<file path="src/rtl/note_pkg.sv">
`default_nettype none
// ============================================================================
// Module   : note_pkg
// Purpose  : Shared note-word field layout, end-of-song marker and the
//            playback state encoding used by the note RAM reader and writers.
// Revision : 1.0 - initial release
// ============================================================================
package note_pkg;

  // Note RAM word layout: {hold[15], note[14:9], duration[8:0]}
  localparam int WORD_W   = 16;
  localparam int HOLD_BIT = 15;
  localparam int NOTE_MSB = 14;
  localparam int NOTE_LSB = 9;
  localparam int DUR_MSB  = 8;
  localparam int DUR_LSB  = 0;

  // A zero duration terminates the song
  localparam int END_MARKER_DUR = 0;

  // Playback sequencer states
  typedef enum logic [2:0] {
    ST_IDLE  = 3'd0,
    ST_FETCH = 3'd1,
    ST_LATCH = 3'd2,
    ST_PLAY  = 3'd3,
    ST_DONE  = 3'd4
  } player_state_t;

endpackage : note_pkg
`default_nettype wire

</file>
<file path="src/rtl/note_player_beat_counter.sv">
`default_nettype none
// ============================================================================
// Module   : beat_counter
// Purpose  : Counts tempo beats for the entry being played and flags the
//            beat that completes the entry's duration.
// Revision : 1.0 - initial release
// ============================================================================
module beat_counter #(
  parameter int DUR_W = 9
) (
  input  logic             clk,
  input  logic             reset,
  input  logic             clear,
  input  logic             enable,
  input  logic [DUR_W-1:0] duration,
  output logic             last_beat
);

  logic [DUR_W-1:0] r_beat_cnt;
  logic [DUR_W:0]   w_next_cnt;

  // One extra bit so a full-scale duration still compares correctly
  assign w_next_cnt = {1'b0, r_beat_cnt} + {{DUR_W{1'b0}}, 1'b1};
  assign last_beat  = (w_next_cnt == {1'b0, duration});

  // Beat count for the current entry; cleared when a new entry starts
  always_ff @(posedge clk or posedge reset) begin
    if (reset) begin
      r_beat_cnt <= '0;
    end else if (clear) begin
      r_beat_cnt <= '0;
    end else if (enable) begin
      r_beat_cnt <= w_next_cnt[DUR_W-1:0];
    end
  end

endmodule : beat_counter
`default_nettype wire

</file>
<file path="src/rtl/note_player.sv">
`default_nettype none
// ============================================================================
// Module   : note_player
// Purpose  : Player-piano playback sequencer. Walks note RAM from address 0,
//            presenting each entry's note for its duration in beats, with
//            tie (hold) support, pause, rewind and end-of-song detection.
// Revision : 1.0 - initial release
// ============================================================================
module note_player
  import note_pkg::*;
#(
  parameter int ADDR_W = 7,
  parameter int NOTE_W = 6,
  parameter int DUR_W  = 9
) (
  input  logic              clk,
  input  logic              reset,
  input  logic              beat,
  input  logic              play,
  input  logic              rewind,
  output logic [ADDR_W-1:0] rd_addr,
  input  logic [WORD_W-1:0] rd_data,
  output logic [NOTE_W-1:0] note_out,
  output logic              note_valid,
  output logic              note_start,
  output logic              done
);

  localparam logic [ADDR_W-1:0] c_last_addr = '1;
  localparam logic [DUR_W-1:0]  c_end_dur   = DUR_W'(END_MARKER_DUR);

  player_state_t     r_state;
  logic [ADDR_W-1:0] r_cur_addr;
  logic [DUR_W-1:0]  r_dur;
  logic [NOTE_W-1:0] r_note_out;
  logic              r_note_valid;
  logic              r_note_start;
  logic              r_done;

  logic              w_rd_hold;
  logic [NOTE_W-1:0] w_rd_note;
  logic [DUR_W-1:0]  w_rd_dur;
  logic              w_beat_en;
  logic              w_cnt_clear;
  logic              w_last_beat;

  // Field extraction from the RAM word arriving during LATCH
  assign w_rd_hold = rd_data[HOLD_BIT];
  assign w_rd_note = NOTE_W'(rd_data[NOTE_MSB:NOTE_LSB]);
  assign w_rd_dur  = DUR_W'(rd_data[DUR_MSB:DUR_LSB]);

  // Beats only count while actually playing; rewind overrides everything
  assign w_beat_en   = (r_state == ST_PLAY) && play && beat && !rewind;
  assign w_cnt_clear = rewind || (r_state == ST_LATCH);

  beat_counter #(
    .DUR_W (DUR_W)
  ) u_beat_counter (
    .clk       (clk),
    .reset     (reset),
    .clear     (w_cnt_clear),
    .enable    (w_beat_en),
    .duration  (r_dur),
    .last_beat (w_last_beat)
  );

  // Sequencer FSM with address and registered outputs
  always_ff @(posedge clk or posedge reset) begin
    if (reset) begin
      r_state      <= ST_IDLE;
      r_cur_addr   <= '0;
      r_dur        <= '0;
      r_note_out   <= '0;
      r_note_valid <= 1'b0;
      r_note_start <= 1'b0;
      r_done       <= 1'b0;
    end else begin
      r_note_start <= 1'b0;
      if (rewind) begin
        r_state      <= ST_IDLE;
        r_cur_addr   <= '0;
        r_note_valid <= 1'b0;
        r_done       <= 1'b0;
      end else begin
        case (r_state)
          ST_IDLE: begin
            if (play) begin
              r_state <= ST_FETCH;
            end
          end
          ST_FETCH: begin
            r_state <= ST_LATCH;
          end
          ST_LATCH: begin
            if (w_rd_dur == c_end_dur) begin
              r_state      <= ST_DONE;
              r_done       <= 1'b1;
              r_note_valid <= 1'b0;
            end else begin
              // A hold entry ties onto the previous note without a re-strike
              r_state      <= ST_PLAY;
              r_dur        <= w_rd_dur;
              r_note_out   <= w_rd_note;
              r_note_valid <= play;
              r_note_start <= play & ~w_rd_hold;
            end
          end
          ST_PLAY: begin
            if (!play) begin
              r_note_valid <= 1'b0;
            end else begin
              r_note_valid <= 1'b1;
              if (beat && w_last_beat) begin
                if (r_cur_addr == c_last_addr) begin
                  r_state      <= ST_DONE;
                  r_done       <= 1'b1;
                  r_note_valid <= 1'b0;
                end else begin
                  r_state    <= ST_FETCH;
                  r_cur_addr <= r_cur_addr + {{(ADDR_W-1){1'b0}}, 1'b1};
                end
              end
            end
          end
          ST_DONE: begin
            r_done       <= 1'b1;
            r_note_valid <= 1'b0;
          end
          default: begin
            r_state <= ST_IDLE;
          end
        endcase
      end
    end
  end

  assign rd_addr    = r_cur_addr;
  assign note_out   = r_note_out;
  assign note_valid = r_note_valid;
  assign note_start = r_note_start;
  assign done       = r_done;

endmodule : note_player
`default_nettype wire

</file>
<file path="config.mk">
export PLATFORM = sky130hd
export DESIGN_NAME = note_player
export DESIGN_NICKNAME = d
export VERILOG_FILES = /design/src/rtl/note_pkg.sv /design/src/rtl/note_player_beat_counter.sv /design/src/rtl/note_player.sv
export SDC_FILE = /design/constraint.sdc
export NUM_CORES = 1
export LEC_CHECK = 0
export CAP_MARGIN = 20
export CORE_ASPECT_RATIO = 2
export CORE_MARGIN = 2
export CORE_UTILIZATION = 40
export CTS_CLUSTER_SIZE = 16
export DETAILED_ROUTE_END_ITERATION = 8
export HOLD_SLACK_MARGIN = 0.05
export PLACE_DENSITY_LB_ADDON = 0.05
export SKIP_LAST_GASP = 1
export SLEW_MARGIN = 20
export SYNTH_ARGS = -nofsm -noshare
export SYNTH_HDL_FRONTEND = slang
export SYNTH_SLANG_ARGS = --single-unit
</file>
<file path="constraint.sdc">
create_clock -name clk -period 2.84 [get_ports clk]
set_clock_uncertainty 0.15 [all_clocks]
set_input_delay 0.426 -clock clk [delete_from_list [all_inputs] [get_ports clk]]
set_output_delay 0.426 -clock clk [all_outputs]
set_load 0.03 [all_outputs]
</file>
Word-level counts from Yosys, hierarchy flattened
Index checks and enable logic that the tools add are counted.
{"block": "word_totals", "reg_bits": 37, "input_bits": 21, "out_inout_bits": 16, "wordCells": 73}
{"block": "classes", "add_sub_neg": 2, "n_eq_ne": 13, "muxes": 29, "bitwise": 4, "reduce_logical": 17}
{"op": "$mux 7", "n": 5}
{"op": "$mux 3", "n": 6}
{"op": "$mux 9", "n": 2}
{"op": "$pmux 3 s5", "n": 1}
{"op": "$mux 1", "n": 13}
{"op": "$add 9x1->10 const B", "n": 1}
{"op": "$eq 10x9->1", "n": 1}
{"op": "$logic_not 9->1", "n": 1}
{"op": "$ne 3x2->1 const B", "n": 3}
{"op": "$reduce_and 4->1", "n": 2}
{"op": "$reduce_bool 2->1", "n": 4}
{"op": "$add 7x1->7 const B", "n": 1}
{"op": "$eq 7x7->1 const B", "n": 1}
{"op": "$eq 3x2->1 const B", "n": 2}
{"op": "$ne 3x3->1 const B", "n": 2}
{"op": "$pmux 1 s3", "n": 2}
{"op": "$reduce_and 5->1", "n": 1}
{"op": "$logic_and 1x1->1", "n": 4}
{"op": "$ne 2x2->1 const B", "n": 2}
{"op": "$reduce_bool 4->1", "n": 1}
{"op": "$eq 3x1->1 const B", "n": 1}
{"op": "$eq 3x3->1 const B", "n": 1}
{"op": "$logic_not 3->1", "n": 1}
{"op": "$not 1->1", "n": 3}
{"op": "other kinds (4)", "n": 4}

Logic depth before layout (Yosys ltp)
{"block": "depth", "ltp_word": 7, "depth_mapped": 8, "mapped_depth_nobuf": 7}

Cells and area by module
A second synthesis with hierarchy kept.
{"block": "unflattened", "hier_cells": 188, "area_unflattened_um2": 1961.9}
{"module": "note_player", "n_inst": 1, "cells_per_inst": 112, "area_per_inst_um2": 1281.2, "seq_area_each_um2": 700.7}
{"module": "beat_counter", "n_inst": 1, "cells_per_inst": 76, "area_per_inst_um2": 680.7, "seq_area_each_um2": 225.2}

Least setup slack after synthesis
OpenSTA, ideal clock, no wires.
{"block": "synth_path", "path_type": "flip-flop to flip-flop", "startpoint": "reg u_beat_counter.r_beat_cnt[0]", "endpoint": "reg r_cur_addr[0] (netlist: rd_addr[0])", "setup_time_ns": 0.125, "arrival_ns": 1.974, "required_ns": 2.565, "path_slack_ns": 0.591, "stages_incl_launch_ff": 8, "n_path_buf": 0, "synth_period_minus_slack_ns": 2.249, "path_cell_list": "dfrtp_1 -> ha_1 -> and2_1 -> a311oi_1 -> nor4_2 -> and2_4 -> and3_4 -> mux2_4"}
{"block": "synth_between", "elab_chain_cells": 5}
{"element": "from (decl)", "line_no": "note_player_beat_counter.sv:19", "rtl": "logic [DUR_W-1:0] r_beat_cnt;"}
{"element": "from (signal assigned)", "line_no": "note_player_beat_counter.sv:33", "rtl": "r_beat_cnt <= w_next_cnt[DUR_W-1:0];"}
{"element": "$add 9x1->10", "line_no": "note_player_beat_counter.sv:23", "rtl": "assign w_next_cnt = {1'b0, r_beat_cnt} + {{DUR_W{1'b0}}, 1'b1};"}
{"element": "$eq 10x9->1", "line_no": "note_player_beat_counter.sv:24", "rtl": "assign last_beat = (w_next_cnt == {1'b0, duration});"}
{"element": "$logic_and 1x1->1", "line_no": "note_player.sv:113", "rtl": "if (beat && w_last_beat) begin"}
{"element": "$reduce_bool 2->1 (no source line)"}
{"element": "$reduce_and 4->1 (no source line)"}
{"element": "to (signal assigned)", "line_no": "note_player.sv:120", "rtl": "r_cur_addr <= r_cur_addr + {{(ADDR_W-1){1'b0}}, 1'b1};"}
{"element": "to (decl)", "line_no": "note_player.sv:33", "rtl": "logic [ADDR_W-1:0] r_cur_addr;"}
Every way passes these cells.
A chain may end at the register's enable or synchronous reset.

Worst setup path in the final report
Ends and elaborated chain as after synthesis.

==> impl_metrics.env <==
export IMPL_clk_latency_ps=290
export IMPL_rows=37
export IMPL_setup_viol=0
export IMPL_die_area_sq_um=5930
export IMPL_crit_path_cell_trace="ha_1 > and2_1 > nand3_1 > a31oi_1 > and4_2 > and3_4 > mux2_4"
export IMPL_areaGrowthSynthToFinish_pct=26.7
export IMPL_async_reset_ff_frac=1.00
export IMPL_worst_ep_arrival_time_ps=2510
export IMPL_placed_area_sq_um=2550
export IMPL_yosys_warnings=0
export IMPL_synth_edf_count=0
export IMPL_dieHeight_um=107
export IMPL_drt_wl_total_um=5020
export IMPL_postCtsSetupBuffers=0
export IMPL_slowest_stage="dfrtp_1"
export IMPL_vias=1783
export IMPL_syn_inst=215
export IMPL_synth_area_leaders="dfrtp_1 44%, mux2_2 8.0%, o21ai_0 3.5%"
export IMPL_clk_pin_slew_ps=80
export IMPL_core_sq_um=5140
export IMPL_relSlewSlack=0.636
export IMPL_utilization=0.523
export IMPL_postCtsHoldBufs=0
export IMPL_powerDensity_nw_per_um2=632
export IMPL_holdWs_ps=123
export IMPL_die_x_um=55.5
export IMPL_grt_pass1_vias=1741
export IMPL_synth_area_sq_um=2120
export IMPL_layout_drive_gt1_share=0.150
export IMPL_grt_pass1_wl_um=8480
export IMPL_vdd_drop_max_mv=0.414
export IMPL_path_class="reg -> reg"
export IMPL_hold_path_class="in -> async"
export IMPL_timing_final_crit_period_ps=2480
export IMPL_synth_area_leader_cell="dfrtp_1"
export IMPL_crit_path_max_fanout=7
export IMPL_wl_per_cell_um=16.1
export IMPL_end_kind="register"
export IMPL_finalPower_uw=1700
export IMPL_slew_viol_final=0
export IMPL_start_util=0.412
export IMPL_layout_nets=276
export IMPL_grt_antenna_before_repair=0
export IMPL_firstDrtPassIters=4
export IMPL_yosysTopAreaCellShare=0.437
export IMPL_top_level_ports=37
export IMPL_port_buffers=36
export IMPL_diodes=0
export IMPL_cts_resized=0
export IMPL_fin_crit_sh=0.874
export IMPL_slowest_delay_ps=460
export IMPL_cts_root_buf="clkbuf_8"
export IMPL_status="finished clean"
export IMPL_hold_viol=0
export IMPL_drc=0
export IMPL_synth_seq_area_share=0.437
export IMPL_grt_ovfl_total=0
export IMPL_worst_pin_slew_ps=545
export IMPL_yosys_cell_types_count=48
export IMPL_cts_sinks=37
export IMPL_critPathLaunchType="register"
export IMPL_drtIter0Drc=45
export IMPL_htreeDepth=2
export IMPL_clockBufferDepth=2
export IMPL_syn_nets=238
export IMPL_rsz0062_at_grt="no"
export IMPL_grt_max_degree=37
export IMPL_fmax_mhz=403
export IMPL_cts_made_buffers=5
export IMPL_drv_max_cap_violation_count=0
export IMPL_worstPathRequired_ps=2870
export IMPL_yosys_most_used_dff="dfrtp_1"
export IMPL_grt_usage=0.184
export IMPL_dpl_hpwl_um=3830
export IMPL_antenna_left=0
export IMPL_final_area_sq_um=2690
export IMPL_synth_seq_cells=37
export IMPL_cts_tree="built"
export IMPL_place_gp_congestion=0.761
export IMPL_cellLeakagePower_uw=0.00112
export IMPL_syn_area_per_cell_sq_um=9.86
export IMPL_viasPerCell=5.71
export IMPL_setup_tns_ps=0
## power by group
part / internal (uW) / switching, uW / leakage, uW
combinational: 234 / 216 / 0.000561
clock: 354 / 201 / 0.0000687
sequential: 620 / 73.6 / 0.000490
total: 1210 / 491 / 0.00112
## cells in the final DEF (no fill, tap or decap), types with 4 or more instances in the layout
master and n:
inv_1 4, o31ai_1 4, nand4_1 5, a21oi_1 8
clkdlybuf4s50_1 36, clkbuf_8 5, nand2_1 12, xnor2_1 7
nand3_1 13, dfrtp_1 37, mux2_2 15, nor3_1 10
buf_4 4, and3_1 4, nor2b_1 6, o21ai_0 15
nor2_1 16
## state kept, by name (all words and copies together) (netlist names)
| signal | count |
|---|---|
| rd_addr | 7 |
| note_valid | 1 |
| u_beat_counter.r_beat_cnt | 9 |
| done | 1 |
| r_dur | 9 |
| note_start | 1 |
| r_state | 3 |
| note_out | 6 |
## critical path: cells and delay by family, from the launching register on
family                     cells  cell delay (ps)
muxes                          1              290
DFF                            1              460
AOI/OAI and AO/OA              1              250
and+or+nand+nor                4              900
adders and majority gates      1              320
## area by class of cell
type / count / area (sq um)
fill: 480 / 2450
multi-input combinational: 164 / 1120
sequential: 37 / 926
timing repair buffer: 41 / 410
tap: 58 / 72.6
clock buffer: 5 / 68.8
clock inverter: 3 / 68.8
inverter: 4 / 15.0
## cell usage after synthesis (2+ instances only)
master and number:
nor3b_1 2, nand2b_1 3, mux2_2 15, xnor2_1 7
and2_1 3, nor3_1 10, nor4_1 3, nor2b_1 6
o31ai_1 4, and4_1 2, dfrtp_1 37, a31oi_1 2
a22o_1 2, and3_1 4, or4_1 2, nand2_1 12
nor2_1 16, nand3_1 13, ha_1 2, mux2_1 2
o21a_1 2, a21oi_1 8, mux2_4 3, nand4_1 5
a311oi_1 3, buf_2 4, clkbuf_1 4, inv_1 4
o21ai_0 15, xor2_1 2
## per-stage QoR
step	std cells	worst slack [ps]
6_report	312	359
5_1_grt	312	207
4_1_cts	312	370
3_5_place_dp	304	367
3_3_place_gp	304	394
2_1_floorplan	215	591
## cell families after synthesis
family | synth area share
flip-flops | 0.437
AO/OA/AOI/OAI | 0.126
XOR/XNOR | 0.0372
adder cells (fa/ha/maj) | 0.0118
AND/OR/NAND/NOR | 0.240
multiplexers | 0.116
buffers and inverters | 0.0325
## routing by layer
metal  GRT usage  vias up  share of wire
met5           0        -              0
met4      0.0662        0          0.019
met3      0.0290        7          0.028
met2       0.353       46           0.57
met1       0.197      864           0.38
li1            -      866              -
## path summary, 6_finish.rpt
kind                       cells past startpoint                          from          to  slack (ps)
setup / recovery                               7  u_beat_counter.r_beat_cnt[0]  rd_addr[0]         360
hold / removal                                 2                         reset  note_start         120
setup reg to reg                               7  u_beat_counter.r_beat_cnt[0]  rd_addr[0]         360
hold reg to reg                                2                    note_valid  note_valid         360
max in group asynchronous                      3                         reset  rd_addr[3]        1770
min in group clk                               2                    note_valid  note_valid         360
Power figures use the tool's default switching activity.
